$ cat src/rtl/tow_pkg.sv
// Shared definitions for the tug-of-war round sequencer: state encoding,
// terminal score patterns and the start-delay LFSR.
package tow_pkg;

   typedef enum logic [2:0] {
      ST_ARM   = 3'd0,
      ST_DELAY = 3'd1,
      ST_LIT   = 3'd2,
      ST_SCORE = 3'd3,
      ST_HOLD  = 3'd4,
      ST_DONE  = 3'd5
   } tow_state_e;

   // Scorer patterns that end the game: left win, right win, error.
   localparam logic [6:0] WIN_L = 7'b1110000;
   localparam logic [6:0] WIN_R = 7'b0000111;
   localparam logic [6:0] ERR   = 7'b1010101;

   // 16-bit Fibonacci LFSR, taps 16,14,13,11 (bit indices 15,13,12,10).
   localparam logic [15:0] LFSR_SEED = 16'hACE1;
   localparam logic [15:0] LFSR_TAPS = 16'b1011_0100_0000_0000;

   // Shift left, feed the XOR of the tapped bits into bit 0.
   function automatic logic [15:0] lfsr_next(input logic [15:0] cur);
      return {cur[14:0], ^(cur & LFSR_TAPS)};
   endfunction

   // True when the scorer shows a pattern that finishes the game.
   function automatic logic is_final(input logic [6:0] score);
      return (score == WIN_L) || (score == WIN_R) || (score == ERR);
   endfunction

endpackage

$ cat src/rtl/btn_sync.sv
// Two-flop synchronizer for an asynchronous push-button followed by a
// rising-edge detector. level_o is the synchronized level; edge_o is high
// for exactly one cycle when level_o goes from 0 to 1.
module btn_sync (
   input  logic clk,
   input  logic rst,
   input  logic btn_i,
   output logic level_o,
   output logic edge_o
);

   logic s1_q;
   logic s2_q;
   logic prev_q;

   // Synchronizer chain plus one delayed copy for edge detection.
   always_ff @(posedge clk or posedge rst) begin
      if (rst) begin
         s1_q   <= 1'b0;
         s2_q   <= 1'b0;
         prev_q <= 1'b0;
      end else begin
         s1_q   <= btn_i;
         s2_q   <= s1_q;
         prev_q <= s2_q;
      end
   end

   assign level_o = s2_q;
   assign edge_o  = s2_q & ~prev_q;

endmodule

$ cat src/rtl/round_sequencer.sv
// Round sequencer for a two-player reaction game. A round waits for both
// buttons to be released, waits a pseudo-random delay with the start
// lights off, lights them, and accepts the first push edge (which may come
// early, during the delay). The accepted push is reported with a one-cycle
// winrnd pulse plus right/tie qualifiers, followed by a hold-off after
// which the scorer output decides whether the game is over.
//
// Output protocol: winrnd is a single-cycle pulse with no back-pressure.
// right and tie are valid whenever winrnd is high and stay stable until
// the next accepted push. leds_on during the winrnd cycle tells the scorer
// whether the push came after the lights were lit.
module round_sequencer
   import tow_pkg::*;
#(
   parameter int unsigned MIN_DLY  = 16,
   parameter int unsigned DLY_BITS = 8,
   parameter int unsigned HOLD_CYC = 32
) (
   input  logic       clk,
   input  logic       rst,
   input  logic       pbl,
   input  logic       pbr,
   input  logic [6:0] score,
   output logic       leds_on,
   output logic       winrnd,
   output logic       right,
   output logic       tie,
   output logic [2:0] state_o
);

   // 9 bits hold MIN_DLY + max addend (255 + 255) without wrapping.
   localparam int unsigned CNT_W = 9;

   tow_state_e       state_q;
   logic [CNT_W-1:0] cnt_q;
   logic [15:0]      lfsr_q;
   logic [15:0]      lfsr_d;
   logic [CNT_W-1:0] dly_load_d;
   logic             leds_on_q;
   logic             winrnd_q;
   logic             right_q;
   logic             tie_q;

   logic lvl_l, lvl_r;
   logic edge_l, edge_r;
   logic any_edge;

   btn_sync u_sync_l (
      .clk     (clk),
      .rst     (rst),
      .btn_i   (pbl),
      .level_o (lvl_l),
      .edge_o  (edge_l)
   );

   btn_sync u_sync_r (
      .clk     (clk),
      .rst     (rst),
      .btn_i   (pbr),
      .level_o (lvl_r),
      .edge_o  (edge_r)
   );

   assign any_edge   = edge_l | edge_r;
   assign lfsr_d     = lfsr_next(lfsr_q);
   assign dly_load_d = CNT_W'(MIN_DLY) +
                       {{(CNT_W-DLY_BITS){1'b0}}, lfsr_q[DLY_BITS-1:0]};

   // Free-running LFSR; never zero because it starts from a nonzero seed.
   always_ff @(posedge clk or posedge rst) begin
      if (rst) lfsr_q <= LFSR_SEED;
      else     lfsr_q <= lfsr_d;
   end

   // Round FSM with registered outputs. Push edges are only honoured in
   // DELAY and LIT; all other states ignore them.
   always_ff @(posedge clk or posedge rst) begin
      if (rst) begin
         state_q   <= ST_ARM;
         cnt_q     <= '0;
         leds_on_q <= 1'b0;
         winrnd_q  <= 1'b0;
         right_q   <= 1'b0;
         tie_q     <= 1'b0;
      end else begin
         winrnd_q <= 1'b0;
         case (state_q)
            ST_ARM: begin
               leds_on_q <= 1'b0;
               // A held button must be released before a new round starts.
               if (!lvl_l && !lvl_r) begin
                  state_q <= ST_DELAY;
                  cnt_q   <= dly_load_d;
               end
            end
            ST_DELAY: begin
               if (any_edge) begin
                  // Early push: lights stay off so the scorer sees a foul.
                  state_q  <= ST_SCORE;
                  winrnd_q <= 1'b1;
                  right_q  <= edge_r & ~edge_l;
                  tie_q    <= edge_r & edge_l;
               end else if (cnt_q == '0) begin
                  state_q   <= ST_LIT;
                  leds_on_q <= 1'b1;
               end else begin
                  cnt_q <= cnt_q - 1'b1;
               end
            end
            ST_LIT: begin
               if (any_edge) begin
                  state_q  <= ST_SCORE;
                  winrnd_q <= 1'b1;
                  right_q  <= edge_r & ~edge_l;
                  tie_q    <= edge_r & edge_l;
               end
            end
            ST_SCORE: begin
               state_q   <= ST_HOLD;
               cnt_q     <= CNT_W'(HOLD_CYC - 1);
               leds_on_q <= 1'b0;
            end
            ST_HOLD: begin
               leds_on_q <= 1'b0;
               if (cnt_q == '0) state_q <= is_final(score) ? ST_DONE : ST_ARM;
               else             cnt_q   <= cnt_q - 1'b1;
            end
            ST_DONE: begin
               leds_on_q <= 1'b0;
            end
            default: begin
               state_q   <= ST_ARM;
               leds_on_q <= 1'b0;
            end
         endcase
      end
   end

   assign leds_on = leds_on_q;
   assign winrnd  = winrnd_q;
   assign right   = right_q;
   assign tie     = tie_q;
   assign state_o = state_q;

endmodule

$ cat config.mk
export PLATFORM = sky130hd
export DESIGN_NAME = round_sequencer
export DESIGN_NICKNAME = d
export VERILOG_FILES = /design/src/rtl/tow_pkg.sv /design/src/rtl/btn_sync.sv /design/src/rtl/round_sequencer.sv
export SDC_FILE = /design/constraint.sdc
export NUM_CORES = 1
export LEC_CHECK = 0
export ABC_AREA = 1
export CAP_MARGIN = 20
export CORE_UTILIZATION = 30
export CTS_BUF_LIST = sky130_fd_sc_hd__clkbuf_4
export DETAILED_ROUTE_END_ITERATION = 16
export PLACE_DENSITY = 0.48
export SLEW_MARGIN = 40
export SYNTH_ARGS = -nofsm -noshare
export SYNTH_HDL_FRONTEND = slang
export SYNTH_SLANG_ARGS = --single-unit
$ cat constraint.sdc
create_clock -name clk -period 1.7 [get_ports clk]
set_clock_uncertainty 0.05 [all_clocks]
set_input_delay 0.34 -clock clk [delete_from_list [all_inputs] [get_ports clk]]
set_output_delay 0.34 -clock clk [all_outputs]
set_load 0.05 [all_outputs]
Yosys cells after proc, flatten, opt, wreduce, memory -nomap -nowiden:

Cells that the tools add are included.

* flip-flop bits (word level): 38
* bits in latches: 0
* memory bits (writable): 0
* bits in read-only memories: 0
* memories kept: 0

* add/sub/neg operators: 2
* $mul: 0
* divide/modulo/power cells: 0
* order comparisons: 0
* equal/unequal tests: 14
* shifts and indexed selects: 0
* multiplexer cells: 16
* bitwise logic cells: 10
* reductions and logical operators: 14

Operators by type and width (number)
* case mux 9 bit (4 select lines): 1
* 2-to-1 mux 9 bit: 3
* 2-to-1 mux 3 bit: 6
* case mux 3 bit (6 select lines): 1
* XOR reduction 16 bit: 1
* == test 7 bit, second input constant: 2
* inequality test 2 bit, second input constant: 5
* adder 5 x 8 -> 9 bit, first input constant: 1
* logical NOT 9 bit: 1
* subtractor 9 x 1 -> 9 bit, second input constant: 1
* == test 7 x 3 -> 1 bit, second input constant: 1
* == test 3 x 2 -> 1 bit, second input constant: 2
* == test 3 bit, second input constant: 2
* AND reduction 3 bit: 2
* NOT 1 bit: 5
* AND reduction 5 bit: 1
* bitwise AND 1 bit: 4
* 2-to-1 mux 1 bit: 4
* nonzero test 4 bit: 1
* == test 3 x 1 -> 1 bit, second input constant: 1
* logical NOT 3 bit: 1
* inequality test 3 bit, second input constant: 1
* logical NOT 1 bit: 2
* logical OR 1 bit: 2
* other kinds (5): 5

Depth between registers and ports, before layout:

Gate-level depths: netlist of the first run.

* word-level depth: 6
* depth in mapped cells: 11

By module:

Synthesis of the first run repeated with hierarchy kept, for this count alone.

* cells, all modules: 231
* area, all modules: 1896.8 sq um

Modules (own cells, without submodules)
* round_sequencer: times used 1, cells an instance 219, area an instance 1719.1 sq um
* btn_sync: times used 2, cells an instance 6, area an instance 88.8 sq um

Least setup slack after synthesis of the first run:

Ideal clock, no wire load.

* path kind: reg2reg
* start point: register state_q[0] (netlist: state_o[0])
* end point: register cnt_q[2]
* library setup time: 123 ps
* arrival: 1563 ps
* required time: 1527 ps
* path slack: -36 ps
* cell stages (with the launch flop): 11
* clock period less this slack: 1736 ps
* cell sequence: dfrtp_1 buf_6 nor2_4 nand2_1 nand2_4 nand3_4 nand2_4 inv_4 buf_8 nand2_1 nand2_1

* longest elaborated chain between the ends: 3
* elaborated cells between the ends (all ways): 9
* classes of those cells: eq/ne: 5; mux: 1; reduce/logical: 3

RTL lines
* from (decl): line round_sequencer.sv:34 `tow_state_e state_q;`
* from (signal assigned): line round_sequencer.sv:125 `if (cnt_q == '0) state_q <= is_final(score) ? ST_DONE : ST_ARM;`
* == test 3 bit, or another cell as far along: line round_sequencer.sv:87 `case (state_q)`
* nonzero test 4 bit (no source line) / inequality test 2 bit (equally long branches)
* AND reduction 3 bit (no source line)
* to (signal assigned): line round_sequencer.sv:93 `cnt_q <= dly_load_d;`
* to (signal assigned): line round_sequencer.sv:107 `cnt_q <= cnt_q - 1'b1;`
* to (signal assigned): line round_sequencer.sv:120 `cnt_q <= CNT_W'(HOLD_CYC - 1);`
* to (decl): line round_sequencer.sv:35 `logic [CNT_W-1:0] cnt_q;`

Parallel ways exist; a longest one is shown, timed or not.
A chain may end at the register's enable or synchronous reset.

Final worst setup path of the first run:

* start point: register state_q[2] (netlist: state_o[2])
* end point: register cnt_q[5]

The elaborated chain is that of the path after synthesis.

==> results.yml, run 1 <==
worst_setup_path:
  reg2reg_to: "cnt_q[5]"
  r2r-start: "state_o[2]"
  critPathBufInv: 2
  worst_setup_path_start_kind: "register"
  crit_type: "reg -> reg"
  cp.required_ns: 1.93
  cp_cell_sequence: "inv_2 -> nand2_1 -> o21ai_1 -> nand2_2 -> nor2_4 -> nand2_4 -> inv_4 -> nand2_1 -> o21ai_2"
  slowest_delay_ns: 0.52
  path_common_cell: "nand2_1"
  regToRegSetupSlack_ns: 0.14
  critical-path-top-delay-family: "flip-flops"
  reg2regPathDepth: 9
  path_max_fanout: 11
  crit_path_top_delay_cell: "dfrtp_1"
  cp-end-kind: "register"
  cp_data_arrival_time_ns: 1.79
synth:
  synth_fp_nets: 237
  syn_area_per_cell_um2: 8.38
  seq_area_frac_synth: 0.514
  ys_types: 28
  synthCells: 223
  ys_warn_count: 0
  synth_xor_area_frac: 0.0187
  ys_ff_latch: 38
  synth_fa_ha_area_frac: 0.0201
  synth_area_um2: 1870
  synth_top_family_by_area: "simple AND/OR/NAND/NOR gates"
  synth_simple_gate_area_frac: 0.301
  synth.area.mux_share: 0
  synth-compound-area-share: 0.0602
clock_network:
  h-tree-depth: 2
  cts.sinks: 38
  clockRootBuffer: "clkbuf_4"
  clk_pin_slew_worst_paths_ns: 0.12
  postCtsHoldBufs: 0
  clk_latency_ns: 0.34
  cts_tree: "done"
  post-cts-setup-buffer-count: 0
  numCtsBuffers: 5
  cts_buffer_depth: 2
sta:
  worstMarginPinSlew_ns: 0.354
  setup_viol: 0
  hold_violations: 0
  min_period_ns: 1.56
  max_slew_margin: 0.764
  fmax_mhz: 641
  fin_ws_ns: 0.141
  hold_ws_ns: 0.286
  rsz0062_at_grt: "false"
  slew_viol_final: 0
  finalSetupTns_ns: 0
  finalCritPeriodShare: 0.917
power_and_ir_drop:
  ir_worst_vdd_mv: 0.491
  finalPower_mw: 1.44
  p_leak_nw: 1.16
  powerDensity_nw_per_um2: 644
min_path:
  hp-class: "in -> async"
placement:
  dp_cells: 318
  gp_congestion: 0.824
  place_area_um2: 2180
  portBuffers: 17
  hpwl_um: 2560
  place_ws_ns: 0.123
die:
  start_util: 0.314
  rows: 28
  die_h_um: 80.9
  coreArea_um2: 5960
  dieArea_um2: 6550
  pin_count: 18
  fp.dieW_um: 80.9
global_routing:
  grt_pass1_vias: 1384
  antenna_found_initial: 0
  gr-total-overflow: 0
  grt_use_total: 0.130
  grt_pass1_wl_um: 6320
  grt_max_degree: 39
detailed_routing:
  wl_per_cell_um: 10.8
  routed_wl_um: 3530
  dr.pass1.iters: 4
  drc_errors: 0
  vias_per_cell: 4.45
  postRouteAntennaNets: 0
  drt_iter0_markers: 97
  routed-via-count: 1452
status:
  status: "finished clean"
layout:
  finalNonFillerCells: 326
  drive_gt1_frac: 0.215
  antenna_cells: 0
  n_fill_cell: 610
  layout.nets: 264
  layout_common_cells: "nand2_1 (67), dfrtp_1 (29), inv_1 (26), nand3_1 (21), nor2_1 (17)"
  final_common_cell: "nand2_1"
  final_util: 0.375
  area_growth_pct: 19.6
  design_area_um2: 2240
job:
  cap_viol_max_count: 0
synthesized netlist by cell type:
master / number / share of area
nand2_1: 67 / 0.13
dfrtp_1: 30 / 0.40
inv_1: 27 / 0.054
nand3_1: 21 / 0.056
nor2_1: 17 / 0.034
dfstp_2: 8 / 0.11
inv_2: 7 / 0.014
o21ai_0: 7 / 0.019
a21oi_1: 5 / 0.013
o21ai_2: 4 / 0.019
ha_1: 3 / 0.020
nand2_2: 3 / 0.010
nor3_1: 3 / 0.0080
xnor2_1: 3 / 0.014
nand2_4: 2 / 0.012
nor2_2: 2 / 0.0067
nor2_4: 2 / 0.012
o21ai_1: 2 / 0.0054
buf_6: 1 / 0.0060
buf_8: 1 / 0.0080
inv_4: 1 / 0.0033
nand3_2: 1 / 0.0054
nand3_4: 1 / 0.0094
nand3b_1: 1 / 0.0040
nand4_1: 1 / 0.0033
nor3_2: 1 / 0.0054
o211ai_1: 1 / 0.0040
xor2_1: 1 / 0.0047
worst max-delay path by stage:
stage / depth (start not counted) / start / endpoint / slack (ns)
6_report: 9 / state_o[2] / cnt_q[5] / 0.14
5_1_grt: 10 / cnt_q[1] / cnt_q[5] / 0.002
3_3_place_gp: 8 / state_o[2] / cnt_q[8] / 0.13
2_1_floorplan: 9 / state_o[1] / cnt_q[2] / 0.01
3_5_place_dp: 9 / cnt_q[0] / state_o[0] / 0.12
4_1_cts: 10 / cnt_q[0] / cnt_q[5] / 0.10
sequential cells by signal (all words and copies together) (netlist names):
| register | cells |
|---|---|
| cnt_q | 9 |
| leds_on | 1 |
| lfsr_q | 16 |
| right | 1 |
| state_o | 3 |
| tie | 1 |
| u_sync_l.level_o | 1 |
| u_sync_l.prev_q | 1 |
| u_sync_l.s1_q | 1 |
| u_sync_r.level_o | 1 |
| u_sync_r.prev_q | 1 |
| u_sync_r.s1_q | 1 |
| winrnd | 1 |
what timing repair did:
action	CTS	global route
resized for setup	0	2
endpoints found under the setup margin	0	11
hold endpoints to repair	0	0
power breakdown:
part	switching, mW	internal (mW)	total [mW]
clock network	0.290	0.172	0.462
logic	0.0322	0.0304	0.0626
registers	0.00296	0.912	0.915
total	0.325	1.11	1.44
routing by layer:
| metal | vias to the layer above | routed length, µm | track usage |
|---|---|---|---|
| li1 | 754 | - | - |
| met1 | 668 | 1880 | 0.184 |
| met2 | 28 | 1490 | 0.182 |
| met3 | 2 | 134 | 0.0371 |
| met4 | 0 | 34 | 0.0536 |
| met5 | - | 0 | 0 |
kinds of logic (layout without fill, tap and decap cells):
kind of cell    count (synthesis)  in the layout
simple gates                  122            122
flops                          38             38
buf+inv                        37             65
compound gates                 19             19
xor+xnor                        4              4
fa+ha+maj                       3              3
final cells by class:
| type | count | area [µm²] | area share |
|---|---|---|---|
| Clock buffer | 6 | 45.0 | 0.0201 |
| Clock inverter | 2 | 8.76 | 0.00392 |
| Inverter | 35 | 134 | 0.0599 |
| Multi-Input combinational cell | 148 | 752 | 0.336 |
| Sequential cell | 38 | 962 | 0.430 |
| Tap cell | 75 | 93.8 | 0.0420 |
| Timing Repair Buffer | 22 | 240 | 0.107 |
tightest hold or removal path, cell delays in order:
cell             delay, ns
clkdlybuf4s50_1       0.40
inv_1                 0.09
buf_12                0.22
(Power assumes the default switching activity.)
==> inputs of run 2 (changes only) <==
- ABC_AREA: 1 -> not set
==> run 2 against run 1 <==
Effect of this change: the flow now finishes with violations (setup timing); fmax fell by 12%; critical path depth fell by 5; sequential power barely moved; via count rose by 6.4%; highest routed layer unchanged; non-clock buffer count rose by 36; count of clock-buffer cells in the layout fell by 1; setup slack got worse by 0.22 ns; wire length rose by 37%; sequential share of layout area fell by 6.8 points.
==> results.yml, run 2 <==
global_routing:
  grt_pass1_vias: 1622
  antenna_found_initial: 0
  grt_max_degree: 25
  grt_pass1_wl_um: 7860
  gr-total-overflow: 0
  grt_use_total: 0.160
worst_setup_path:
  cp_data_arrival_time_ns: 1.99
  reg2regPathDepth: 4
  path_max_fanout: 3
  r2r-start: "state_o[0]"
  worst_setup_path_start_kind: "register"
  regToRegSetupSlack_ns: -0.08
  cp.required_ns: 1.91
  cp-end-kind: "register"
  crit_type: "reg -> reg"
  reg2reg_to: "cnt_q[1]"
  startpoint: "state_o[0]"
synth:
  synth_top_cell_area_share: 0.407
  synth_fp_nets: 183
  synthArstFlopShare: 1.00
  ys.flop_type: "dfrtp_1"
  synth.most_common_cell: "dfrtp_1"
  yosys.area.top_type: "dfrtp_1"
  synth_edf_count: 0
  ys_types: 55
  synthCells: 169
  synth_area_um2: 1840
  synthTopCellsByArea: "dfrtp_1 (41%), dfstp_2 (11%), nand3_1 (3.0%)"
  seq_area_frac_synth: 0.521
  ys_warn_count: 0
  ys_ff_latch: 38
  syn_area_per_cell_um2: 10.9
  synthTopCellsByCount: "dfrtp_1 (30), nand3_1 (11), nand2_1 (9), nor3_1 (9)"
min_path:
  hp-class: "in -> async"
sta:
  finalSetupTns_ns: -0.131
  min_period_ns: 1.78
  max_slew_margin: 0.726
  slew_viol_final: 0
  fin_ws_ns: -0.0782
  hold_violations: 0
  fmax_mhz: 562
  finalCritPeriodShare: 1.05
  rsz0062_at_grt: "true"
  worstMarginPinSlew_ns: 0.410
  setup_viol: 7
detailed_routing:
  dr.pass1.iters: 4
  drc_errors: 0
  postRouteAntennaNets: 0
  routed_wl_um: 4830
  vias_per_cell: 5.08
  drt_iter0_markers: 66
  routed-via-count: 1545
  wl_per_cell_um: 15.9
power_and_ir_drop:
  p_leak_nw: 1.15
  powerDensity_nw_per_um2: 672
  finalPower_mw: 1.79
  ir_worst_vdd_mv: 0.359
placement:
  gp_congestion: 0.842
  hpwl_um: 3540
  portBuffers: 17
clock_network:
  clk_latency_ns: 0.36
  clockRootBuffer: "clkbuf_4"
  numCtsBuffers: 5
  h-tree-depth: 2
  postCtsHoldBufs: 0
  cts.sinks: 38
  cts_tree: "done"
  clk_pin_slew_worst_paths_ns: 0.14
  cts_buffer_depth: 2
status:
  status: "complete, but fails checks"
  violations: "setup timing"
layout:
  final_common_cell: "buf_4"
  regMostFlops: "lfsr_q"
  largest_reg_flops: 16
  layout_common_cells: "buf_4 (43), dfrtp_1 (27), nand3_1 (10), clkdlybuf4s50_1 (10), nor3_1 (9)"
  antenna_cells: 0
  multi_input_area_um2: 966
  drive_gt1_frac: 0.437
  layout.nets: 242
  area_growth_pct: 44.5
  final_util: 0.450
  register_area_um2: 965
  n_fill_cell: 555
die:
  dieArea_um2: 6460
  die_h_um: 80.4
  start_util: 0.311
  pin_count: 18
  rows: 28
  coreArea_um2: 5920
  fp.dieW_um: 80.4
job:
  cap_viol_max_count: 0
run 2: cell count changes after synthesis, sizes merged, moves of 7 or more:
cell    previous run  this run
a211oi             0         7
o21ai             13         3
nand2             72         9
inv               35         7
nand3             23        11
nor2              21         8
run 2: kinds of logic after synthesis:
group,after synthesis,synth area share
compound gates,46,0.193
xor+xnor,7,0.0333
fa+ha+maj,3,0.0204
buf+inv,13,0.0306
flops,38,0.521
mux,2,0.0136
simple gates,60,0.187
run 2: repair_timing:
| item | 4_1_cts | 5_1_grt |
|---|---|---|
| setup buffers | 1 | 0 |
| resized for setup | 10 | 22 |
| pin swaps | 2 | 1 |
| hold endpoints to repair | 0 | 0 |
| setup endpoints to repair | 9 | 13 |
run 2: how the worst max path moves through the flow:
stage | endpoint
finish | cnt_q[1]
global route | cnt_q[1]
CTS | cnt_q[1]
detailed placement | state_o[0]
global placement | state_o[0]
floorplan | cnt_q[1]
run 2: final cells by class:
| class | count | share of cell area |
|---|---|---|
| clock buffers | 5 | 0.0141 |
| clock inverters | 3 | 0.0258 |
| inverters | 7 | 0.00987 |
| multi-input cells | 118 | 0.363 |
| flip-flops and latches | 38 | 0.362 |
| well taps | 75 | 0.0352 |
| repair buffers | 58 | 0.190 |
run 2: worst max-delay path, stage by stage, from the launching register on:
cell	delay (ns)
dfrtp_2	0.44
or4_4	0.56
a21o_4	0.24
o21ai_4	0.08
mux2_4	0.31
run 2: metal layers:
| layer | up-vias | wire, µm | GRT usage |
|---|---|---|---|
| li1 | 742 | - | - |
| met1 | 763 | 2140 | 0.205 |
| met2 | 31 | 2390 | 0.259 |
| met3 | 9 | 196 | 0.0386 |
| met4 | 0 | 96 | 0.0625 |
| met5 | - | 0 | 0 |
run 2: per-stage QoR:
| stage | hold slack (ns) | worst slack, ns | cell area [µm²] | instances |
|---|---|---|---|---|
| floorplan | 0.281 | -0.147 | 1850 | 169 |
| global placement | 0.289 | -0.150 | 2410 | 295 |
| detailed placement | 0.287 | -0.230 | 2410 | 295 |
| CTS | 0.235 | -0.0530 | 2550 | 304 |
| global route | 0.239 | -0.0970 | 2660 | 304 |
| finish | 0.230 | -0.0782 | 2660 | 304 |
run 2: power breakdown:
part	total [mW]	internal, mW	leakage (nW)	switching, mW
clock	0.796	0.460	0.0554	0.336
sequential	0.915	0.912	0.475	0.00266
combinational	0.0774	0.0399	0.624	0.0375
